$ cat src/rtl/pet_pkg.sv
// rtl/pet_pkg.sv - shared mood state codes, default thresholds and stat helpers
package pet_pkg;

    // Mood state codes; the display block decodes these same values
    typedef enum logic [2:0] {
        ST_HAPPY = 3'd0,
        ST_NEEDY = 3'd1,
        ST_SICK  = 3'd2,
        ST_SLEEP = 3'd3,
        ST_DEAD  = 3'd4
    } pet_state_e;

    // Default behaviour constants (27 MHz clock, one evaluation per second)
    localparam int DEF_TICK_DIV    = 27_000_000;
    localparam int DEF_SICK_TH     = 12;
    localparam int DEF_NEEDY_TH    = 8;
    localparam int DEF_CRIT_TICKS  = 10;
    localparam int DEF_SLEEP_TICKS = 8;

    // Stat levels are 4-bit need levels, 0 best and 15 worst
    localparam logic [3:0] STAT_WORST = 4'hF;

    // Larger of two need levels
    function automatic logic [3:0] stat_max(input logic [3:0] a, input logic [3:0] b);
        return (a > b) ? a : b;
    endfunction

    // Zero-extend a need level to the care_score width
    function automatic logic [6:0] stat_ext(input logic [3:0] a);
        return {3'b000, a};
    endfunction

endpackage

$ cat src/rtl/tick_gen.sv
// rtl/tick_gen.sv - evaluation tick prescaler with one-cycle registered strobe
module tick_gen #(
    parameter int TICK_DIV = 27_000_000
) (
    input  logic clk,
    input  logic reset_n,
    output logic tick
);

    localparam int          CNT_W = (TICK_DIV > 1) ? $clog2(TICK_DIV) : 1;
    localparam logic [CNT_W-1:0] TERM = CNT_W'(TICK_DIV - 1);

    logic [CNT_W-1:0] cnt_q;
    logic [CNT_W-1:0] cnt_d;
    logic             tick_q;
    logic             tick_d;
    logic             at_term;

    assign at_term = (cnt_q == TERM);

    // Count 0..TICK_DIV-1 and wrap; strobe is registered so it lands TICK_DIV cycles after reset release
    always_comb begin
        cnt_d  = at_term ? '0 : cnt_q + 1'b1;
        tick_d = at_term;
    end

    // Prescaler state; reset restarts the full period
    always_ff @(posedge clk or negedge reset_n) begin
        if (!reset_n) begin
            cnt_q  <= '0;
            tick_q <= 1'b0;
        end else begin
            cnt_q  <= cnt_d;
            tick_q <= tick_d;
        end
    end

    assign tick = tick_q;

endmodule

$ cat src/rtl/pet_mood.sv
// rtl/pet_mood.sv - virtual pet mood FSM with alarm, death latch and care score
module pet_mood
    import pet_pkg::*;
#(
    parameter int TICK_DIV    = DEF_TICK_DIV,
    parameter int SICK_TH     = DEF_SICK_TH,
    parameter int NEEDY_TH    = DEF_NEEDY_TH,
    parameter int CRIT_TICKS  = DEF_CRIT_TICKS,
    parameter int SLEEP_TICKS = DEF_SLEEP_TICKS
) (
    input  logic       clk,
    input  logic       reset_n,
    input  logic [3:0] hunger,
    input  logic [3:0] happiness,
    input  logic [3:0] health,
    input  logic [3:0] hygiene,
    input  logic [3:0] energy,
    input  logic [3:0] social,
    input  logic       wake,
    output logic [2:0] mood,
    output logic       alarm,
    output logic       dead,
    output logic [6:0] care_score,
    output logic       tick
);

    localparam int CRIT_W  = (CRIT_TICKS  > 0) ? $clog2(CRIT_TICKS + 1)  : 1;
    localparam int SLEEP_W = (SLEEP_TICKS > 0) ? $clog2(SLEEP_TICKS + 1) : 1;

    localparam logic [CRIT_W-1:0]  CRIT_MAX  = CRIT_W'(CRIT_TICKS);
    localparam logic [SLEEP_W-1:0] SLEEP_MAX = SLEEP_W'(SLEEP_TICKS);
    localparam logic [3:0]         SICK_LVL  = 4'(SICK_TH);
    localparam logic [3:0]         NEEDY_LVL = 4'(NEEDY_TH);

    logic               tick_w;
    logic               wake_q, wake_d, wake_p;
    pet_state_e         state_q, state_d;
    pet_state_e         awake_next;
    logic [CRIT_W-1:0]  crit_q, crit_d, crit_inc;
    logic [SLEEP_W-1:0] sleep_q, sleep_d, sleep_inc;
    logic               alarm_q, alarm_d;
    logic               dead_q, dead_d;
    logic [6:0]         care_q, care_d;
    logic [3:0]         worst;
    logic [6:0]         stat_sum;

    tick_gen #(
        .TICK_DIV (TICK_DIV)
    ) u_tick_gen (
        .clk     (clk),
        .reset_n (reset_n),
        .tick    (tick_w)
    );

    // Rising edge of the debounced button; a held level yields a single pulse
    assign wake_d = wake;
    assign wake_p = wake & ~wake_q;

    // Worst need level and total need across all six stats (max 90 fits in 7 bits)
    always_comb begin
        worst    = stat_max(stat_max(stat_max(hunger, happiness), stat_max(health, hygiene)),
                            stat_max(energy, social));
        stat_sum = stat_ext(hunger) + stat_ext(happiness) + stat_ext(health)
                 + stat_ext(hygiene) + stat_ext(energy) + stat_ext(social);
    end

    // Saturating increments so the counters park at their limits instead of wrapping
    always_comb begin
        crit_inc  = (crit_q  < CRIT_MAX)  ? crit_q  + 1'b1 : crit_q;
        sleep_inc = (sleep_q < SLEEP_MAX) ? sleep_q + 1'b1 : sleep_q;
    end

    // Destination from HAPPY/NEEDY: sickness beats tiredness beats general neediness
    always_comb begin
        if (health >= SICK_LVL) begin
            awake_next = ST_SICK;
        end else if (energy >= SICK_LVL) begin
            awake_next = ST_SLEEP;
        end else if (worst >= NEEDY_LVL) begin
            awake_next = ST_NEEDY;
        end else begin
            awake_next = ST_HAPPY;
        end
    end

    // Next state and counter updates; counters are cleared whenever their state is left
    always_comb begin
        state_d = state_q;
        crit_d  = crit_q;
        sleep_d = sleep_q;
        case (state_q)
            ST_HAPPY, ST_NEEDY: begin
                if (tick_w) begin
                    state_d = awake_next;
                end
            end
            ST_SICK: begin
                if (tick_w) begin
                    crit_d = (health == STAT_WORST) ? crit_inc : '0;
                    if (crit_d == CRIT_MAX) begin
                        state_d = ST_DEAD;
                    end else if (health < SICK_LVL) begin
                        state_d = ST_NEEDY;
                    end
                end
            end
            ST_SLEEP: begin
                if (tick_w) begin
                    sleep_d = sleep_inc;
                    if (health >= SICK_LVL) begin
                        state_d = ST_SICK;
                    end else if (sleep_d == SLEEP_MAX) begin
                        state_d = ST_NEEDY;
                    end
                end
                // A button press wakes the pet unless the same tick just made it sick
                if (wake_p && (state_d != ST_SICK)) begin
                    state_d = ST_NEEDY;
                end
            end
            ST_DEAD: begin
                state_d = ST_DEAD;
            end
            default: begin
                state_d = ST_HAPPY;
            end
        endcase
        if (state_d != ST_SICK) begin
            crit_d = '0;
        end
        if (state_d != ST_SLEEP) begin
            sleep_d = '0;
        end
    end

    // Outputs are computed from the next state so they line up with mood
    always_comb begin
        alarm_d = (state_d == ST_SICK) || ((state_d == ST_NEEDY) && (worst == STAT_WORST));
        dead_d  = (state_d == ST_DEAD);
        care_d  = tick_w ? stat_sum : care_q;
    end

    // State, counters, edge detector and output registers
    always_ff @(posedge clk or negedge reset_n) begin
        if (!reset_n) begin
            state_q <= ST_HAPPY;
            crit_q  <= '0;
            sleep_q <= '0;
            wake_q  <= 1'b0;
            alarm_q <= 1'b0;
            dead_q  <= 1'b0;
            care_q  <= '0;
        end else begin
            state_q <= state_d;
            crit_q  <= crit_d;
            sleep_q <= sleep_d;
            wake_q  <= wake_d;
            alarm_q <= alarm_d;
            dead_q  <= dead_d;
            care_q  <= care_d;
        end
    end

    assign mood       = state_q;
    assign alarm      = alarm_q;
    assign dead       = dead_q;
    assign care_score = care_q;
    assign tick       = tick_w;

endmodule

$ cat config.mk
export PLATFORM = sky130hd
export DESIGN_NAME = pet_mood
export DESIGN_NICKNAME = d
export VERILOG_FILES = /design/src/rtl/pet_pkg.sv /design/src/rtl/tick_gen.sv /design/src/rtl/pet_mood.sv
export SDC_FILE = /design/constraint.sdc
export NUM_CORES = 1
export LEC_CHECK = 0
export CAP_MARGIN = 10
export CORE_MARGIN = 2
export CORE_UTILIZATION = 45
export CTS_CLUSTER_DIAMETER = 80
export DETAILED_ROUTE_END_ITERATION = 8
export GPL_ROUTABILITY_DRIVEN = 1
export PLACE_DENSITY = 0.66
export SYNTH_ARGS = -nofsm -noshare
export SYNTH_HDL_FRONTEND = slang
export SYNTH_SLANG_ARGS = --single-unit
$ cat constraint.sdc
create_clock -name clk -period 4.8 [get_ports clk]
set_input_delay 0.72 -clock clk [delete_from_list [all_inputs] [get_ports clk]]
set_output_delay 0.72 -clock clk [all_outputs]
set_load 0.03 [all_outputs]
==> flow_summary.ini, run 1 <==
[status]
outcome = finished, final reports clean

[run]
cap_violations = 0

[route]
top_layer = met4
via_count = 2905
via_per_inst = 5.37
wl_mm = 8.31
dr_wl_met3_um = 330
dr_wl_met2_mm = 4.17
wl_per_cell_um = 15.4
ant_nets = 0
firstDrtPassIters = 4
wl_met1_mm = 3.69
drc_errors = 0
drt_iter0_drc = 86

[setup_path]
critPathCaptureType = flip-flop
cp_max_fo = 5
crit_chain = clkbuf_2, inv_2, ha_4, nor2b_2, o211ai_1, a21o_4, buf_4, a21o_1, ha_1, nand4_1, o21ai_2, a21oi_2, buf_4, mux2i_1, ha_1, nand4_1, o21ai_2, buf_4, and2_1, a32o_2, or4b_4, nor2_2
critPathLaunchType = primary input
arrival_ns = 4.97
reg2reg_depth = 5
cp.required_ns = 5.03
cpPeakStageDelay_ns = 0.57
cpMostUsedCell = buf_4
r2r-start = u_tick_gen.cnt_q[21]
critPathLaunch = hygiene[1]
cp_slowest_cell = or4b_4
worstSetupPathType = in2reg
rrSetupSlack_ns = 2.28
r2r-end = u_tick_gen.cnt_q[24]

[power_and_ir_drop]
power_frac_comb_pct = 42.0
power.leakage_nw = 2.23
pwr-share-seq_pct = 34.2
p_switching_uw = 358
ir_worst_vdd_v = 0.000138
internal-power_uw = 809
power.share.clock_pct = 23.8
swShare_pct = 30.7
power_mw = 1.17
p_per_area_nw_per_um2 = 251

[synthesis]
synthCells = 353
seq_area_frac_synth_pct = 34.3
synth_fp_nets = 423
ys_warn_count = 0
async_reset_ff_share_pct = 100
ys_ff_latch = 47
syn_area_um2 = 3420
synth.distinct_cells = 51
syn_area_per_cell_um2 = 9.70
synth-edff-count = 0
synth_flop_cell = dfrtp_1

[die]
die-area_um2 = 8320
start_util_pct = 47.0
rows = 31
io_pins = 40
core_area_um2 = 7290
die_x_um = 91.2
die_h_um = 91.2

[grt]
grt_overflow = 0
grt_start_max_net_pins = 48
grt_pass1_wl_mm = 13.6
antenna_found_initial = 0
grt_use_total_pct = 20.1
grt_pass1_vias = 2923

[clock_network]
clockRootBuffer = clkbuf_8
cts_hold_buf = 0
cts.path.max_buffers = 2
insertion_delay_ns = 0.29
clkSlewWorstSetupHoldPaths_ns = 0.08
numCtsBuffers = 5
cts_tree = yes
cts_max_level = 2
cts_sinks = 47

[cells_and_area]
area_growth_pct = 35.9
stdcell_count = 541
fin_util_pct = 63.8
fin_area_um2 = 4650
fill_cells = 611
diodes = 0
final_cell_mix = dfrtp_1 (47), buf_4 (45), nor2_1 (38)
drive_gt1_share_pct = 26.0
final_nets = 512
mostFrequentLayoutCell = dfrtp_1

[worst_hold_path]
hold_path_class = reg2reg
worstHoldEndpoint = u_tick_gen.cnt_q[0]
hp-start = u_tick_gen.cnt_q[0]
whs_path_depth = 1

[sta]
clock_skew_ns = 0.00438
fmax_mhz = 211
worst_slack_ns = 0.0584
hold_viol = 0
relSlewSlack_pct = 29.4
slew_viol_final = 0
tns_ns = 0
whs_ns = 0.482
setup_violations = 0
worst_slew_pin_slew_ns = 1.05
period_needed_ns = 4.74
period_share_pct = 98.8

[placement]
gp_congestion = 0.850
dpl.cell_count = 518
pre_cts_ws_ns = -0.604
placed_area_um2 = 4150
port_buffers = 39
dpl.hpwl_mm = 5.99
==> worst max-delay path by stage <==
stage | endpoint | slack (ns) | cells after the start
detailed placement | sleep_q[2] | -0.60 | 21
CTS | sleep_q[0] | 0.005 | 21
global placement | sleep_q[2] | -0.40 | 20
global route | sleep_q[3] | -0.09 | 24
finish | sleep_q[3] | 0.06 | 22
floorplan | alarm | 0.07 | 20
==> state kept, by name, indices dropped and copies added, names as in the netlist <==
signal	flops
u_tick_gen.cnt_q	25
sleep_q	4
crit_q	4
dead	1
care_score	7
u_tick_gen.tick	1
mood	3
wake_q	1
alarm	1
==> Yosys cell counts (all sizes together), types with 2 or more instances <==
cell type / instances / area (um2)
a21oi: 10 / 50.1
nor4: 3 / 18.8
nor3: 6 / 35.0
a31oi: 3 / 18.8
inv: 38 / 143
nand2: 23 / 86.3
xnor2: 8 / 70.1
a21o: 5 / 37.5
nor2: 41 / 154
a211oi: 5 / 37.5
mux2: 4 / 45.0
or2: 2 / 12.5
xor2: 17 / 149
and2: 3 / 18.8
fa: 16 / 320
nor2b: 10 / 70.1
o21ai: 12 / 63.8
buf: 2 / 8.75
ha: 27 / 338
and3: 7 / 45.1
nand4: 8 / 50.1
or3: 3 / 18.8
and4: 4 / 35.0
mux2i: 15 / 150
dfrtp: 47 / 1180
o211ai: 5 / 37.5
nand3: 10 / 50.1
or4b: 2 / 23.8
==> repair_timing <==
| item | 4_1_cts | 5_1_grt |
|---|---|---|
| endpoints found under the setup margin | 9 | 9 |
| resized for setup | 24 | 53 |
| pin swaps | 16 | 15 |
| setup buffers | 11 | 5 |
==> critical path: cells and delay by family <==
family                     cells  cell delay (ns)
and+or+nand+nor                6             1.28
buffers and inverters          5             0.61
adders and majority gates      3             0.83
muxes                          1             0.22
AOI/OAI and AO/OA              7             1.30
==> area by class of cell <==
type                            count  area (um2)  area share (%)
Clock buffer                        6        72.6            1.56
Clock inverter                      1        30.0           0.645
Inverter                           38         143            3.07
Multi-Input combinational cell    265        2370            50.9
Sequential cell                    47        1180            25.3
Tap cell                           99         124            2.66
Timing Repair Buffer               85         741            15.9
==> power groups by stage <==
stage / Clock, mW / Combinational [mW] / Sequential, mW
floorplan: 0 / 0.246 / 0.411
global route: 0.299 / 0.547 / 0.400
detailed placement: 0 / 0.398 / 0.407
global placement: 0 / 0.385 / 0.407
finish: 0.277 / 0.490 / 0.399
CTS: 0.285 / 0.439 / 0.399
==> per-layer routing <==
| layer | GRT usage [%] | vias to the layer above |
|---|---|---|
| li1 | - | 1400 |
| met1 | 27.8 | 1436 |
| met2 | 33.0 | 58 |
| met3 | 3.73 | 11 |
| met4 | 4.55 | 0 |
| met5 | 0 | - |
==> cell families (layout without fill, tap and decap cells) <==
| group | count (synthesis) | count (layout) | share of synthesized area (%) |
|---|---|---|---|
| flops | 47 | 47 | 34.3 |
| fa+ha+maj | 43 | 43 | 19.2 |
| mux | 19 | 19 | 5.70 |
| simple gates | 126 | 126 | 19.0 |
| compound gates | 52 | 52 | 10.9 |
| buf+inv | 41 | 130 | 4.53 |
| xor+xnor | 25 | 25 | 6.39 |
Power figures use the tool's default switching activity.
==> run 2: changes to the inputs <==
--- a/config.mk
+++ b/config.mk
@@ -8,10 +8,13 @@
 export CAP_MARGIN = 10
 export CORE_MARGIN = 2
 export CORE_UTILIZATION = 45
+export CTS_BUF_LIST = sky130_fd_sc_hd__clkbuf_16
 export CTS_CLUSTER_DIAMETER = 80
 export DETAILED_ROUTE_END_ITERATION = 8
 export GPL_ROUTABILITY_DRIVEN = 1
+export HOLD_SLACK_MARGIN = 0.15
 export PLACE_DENSITY = 0.66
 export SYNTH_ARGS = -nofsm -noshare
 export SYNTH_HDL_FRONTEND = slang
 export SYNTH_SLANG_ARGS = --single-unit
+export TNS_END_PERCENT = 20
==> run 2 against run 1 <==
- clock power up 60%
- utilization down 0.069 points
- power up 11%
- fmax up 2.3%
- die area unchanged
- via count down 3.5%
- largest power group unchanged
==> flow_summary.ini, run 2 (synthesis gave the netlist of run 1 again) <==
[status]
outcome = finished, final reports clean

[die]
io_pins = 40
core_area_um2 = 7290
rows = 31
die_x_um = 91.2
start_util_pct = 47.0
die_h_um = 91.2
die-area_um2 = 8320

[setup_path]
crit_chain = dlymetal6s2s_1, ha_1, nor2b_1, o211ai_1, a21o_4, mux2i_4, ha_4, nor2b_1, o21ai_1, a21oi_2, buf_4, a211oi_2, a21o_1, ha_2, nand4_1, o21ai_2, buf_4, and2_1, a32o_2, or4b_4, nor2_2
critPathCaptureType = flip-flop
cp.required_ns = 5.02
cp_max_fo = 4
crit_family = compound AO/OA/AOI/OAI gates
critPathLaunchType = primary input
arrival_ns = 4.86
reg2reg_depth = 5
cp_num_buf_inv = 3
rrSetupSlack_ns = 2.28
r2r-start = u_tick_gen.cnt_q[21]
worstSetupPathType = in2reg
r2r-end = u_tick_gen.cnt_q[12]
cpPeakStageDelay_ns = 0.56
cp_slowest_cell = or4b_4

[placement]
dpl.hpwl_mm = 5.96
gp_congestion = 0.866
pre_cts_ws_ns = -0.657
port_buffers = 39
dpl.cell_count = 518

[sta]
slew_viol_final = 0
hold_viol = 0
period_share_pct = 96.5
relSlewSlack_pct = 27.5
tns_ns = 0
worst_slack_ns = 0.167
worst_slew_pin_slew_ns = 1.08
fmax_mhz = 216
setup_violations = 0
clock_skew_ns = 0.00705
period_needed_ns = 4.63

[power_and_ir_drop]
power.share.clock_pct = 34.1
pwr-share-seq_pct = 30.8
power.leakage_nw = 2.24
p_per_area_nw_per_um2 = 280
power_frac_comb_pct = 35.2
p_switching_uw = 366
internal-power_uw = 934
ir_worst_vdd_v = 0.000191
power_mw = 1.30
swShare_pct = 28.1

[cells_and_area]
final_cell_mix = dfrtp_1 (47), nor2_1 (37), buf_4 (36)
fill_cells = 600
diodes = 0
stdcell_count = 533
mostFrequentLayoutCell = dfrtp_1
drive_gt1_share_pct = 23.3
final_nets = 503
largest_reg_flops = 25
fin_util_pct = 63.7
regMostFlops = u_tick_gen.cnt_q
area_growth_pct = 35.7

[grt]
grt_start_max_net_pins = 48
grt_pass1_wl_mm = 13.3
antenna_found_initial = 0
grt_use_total_pct = 19.7
grt_pass1_vias = 2886
grt_overflow = 0

[clock_network]
insertion_delay_ns = 0.29
clockRootBuffer = clkbuf_16
clkSlewWorstSetupHoldPaths_ns = 0.06
cts_tree = yes
cts_hold_buf = 0
numCtsBuffers = 5
cts_sinks = 47
cts.path.max_buffers = 2
cts_max_level = 2

[worst_hold_path]
worstHoldEndpoint = u_tick_gen.cnt_q[0]
whs_path_depth = 1
hold_path_class = reg2reg
hp-start = u_tick_gen.cnt_q[0]

[route]
firstDrtPassIters = 4
drt_iter0_drc = 78
via_count = 2803
wl_mm = 7.88
drc_errors = 0
ant_nets = 0
wl_per_cell_um = 14.8
via_per_inst = 5.26

[run]
cap_violations = 0
-- run 2: cell types whose count changed in the layout (fill, tap and decap cells not counted), sizes merged --
cell	delta
clkbuf	-3
inv	+1
buf	-8
bufinv	+1
dlymetal6s2s	+2
dlygate4sd2	-1
-- run 2: per-stage QoR --
step | instance area, um2 | hold slack, ns
2_1_floorplan | 3430 | 0.424
3_3_place_gp | 4150 | 0.467
3_5_place_dp | 4150 | 0.481
4_1_cts | 4410 | 0.493
5_1_grt | 4650 | 0.529
6_report | 4650 | 0.488
-- run 2: final cells by class --
class	count	area (um2)	share of cell area, %
well taps	99	124	2.66
multi-input cells	265	2330	50.0
clock buffers	5	125	2.69
flip-flops and latches	47	1180	25.3
repair buffers	76	691	14.9
clock inverters	3	63.8	1.37
inverters	38	143	3.07
-- run 2: routing by layer --
layer / part of all wire, % / vias up / track usage, %
li1: - / 1381 / -
met1: 46 / 1367 / 26.4
met2: 49 / 48 / 32.3
met3: 3.9 / 7 / 4.65
met4: 1.3 / 0 / 4.55
met5: 0 / - / 0
-- run 2: worst max path at each step --
stage / cells after the start / startpoint / end
after floorplan: 20 / happiness[1] / alarm
after global placement: 21 / happiness[1] / sleep_q[3]
after detailed placement: 21 / happiness[1] / sleep_q[2]
after CTS: 25 / happiness[1] / sleep_q[3]
after global routing: 23 / health[1] / sleep_q[3]
final: 21 / health[1] / sleep_q[3]
-- run 2: repair_timing --
action,4_1_cts,5_1_grt
setup endpoints to repair,9,9
setup buffers,4,3
pin swaps,12,18
gates resized for setup,14,53
-- run 2: power groups by stage --
stage          clock network (mW)  registers [mW]  logic (mW)
2_1_floorplan                   0           0.411       0.245
3_3_place_gp                    0           0.407       0.384
3_5_place_dp                    0           0.407       0.395
4_1_cts                     0.453           0.400       0.418
5_1_grt                     0.472           0.400       0.514
6_report                    0.443           0.400       0.457
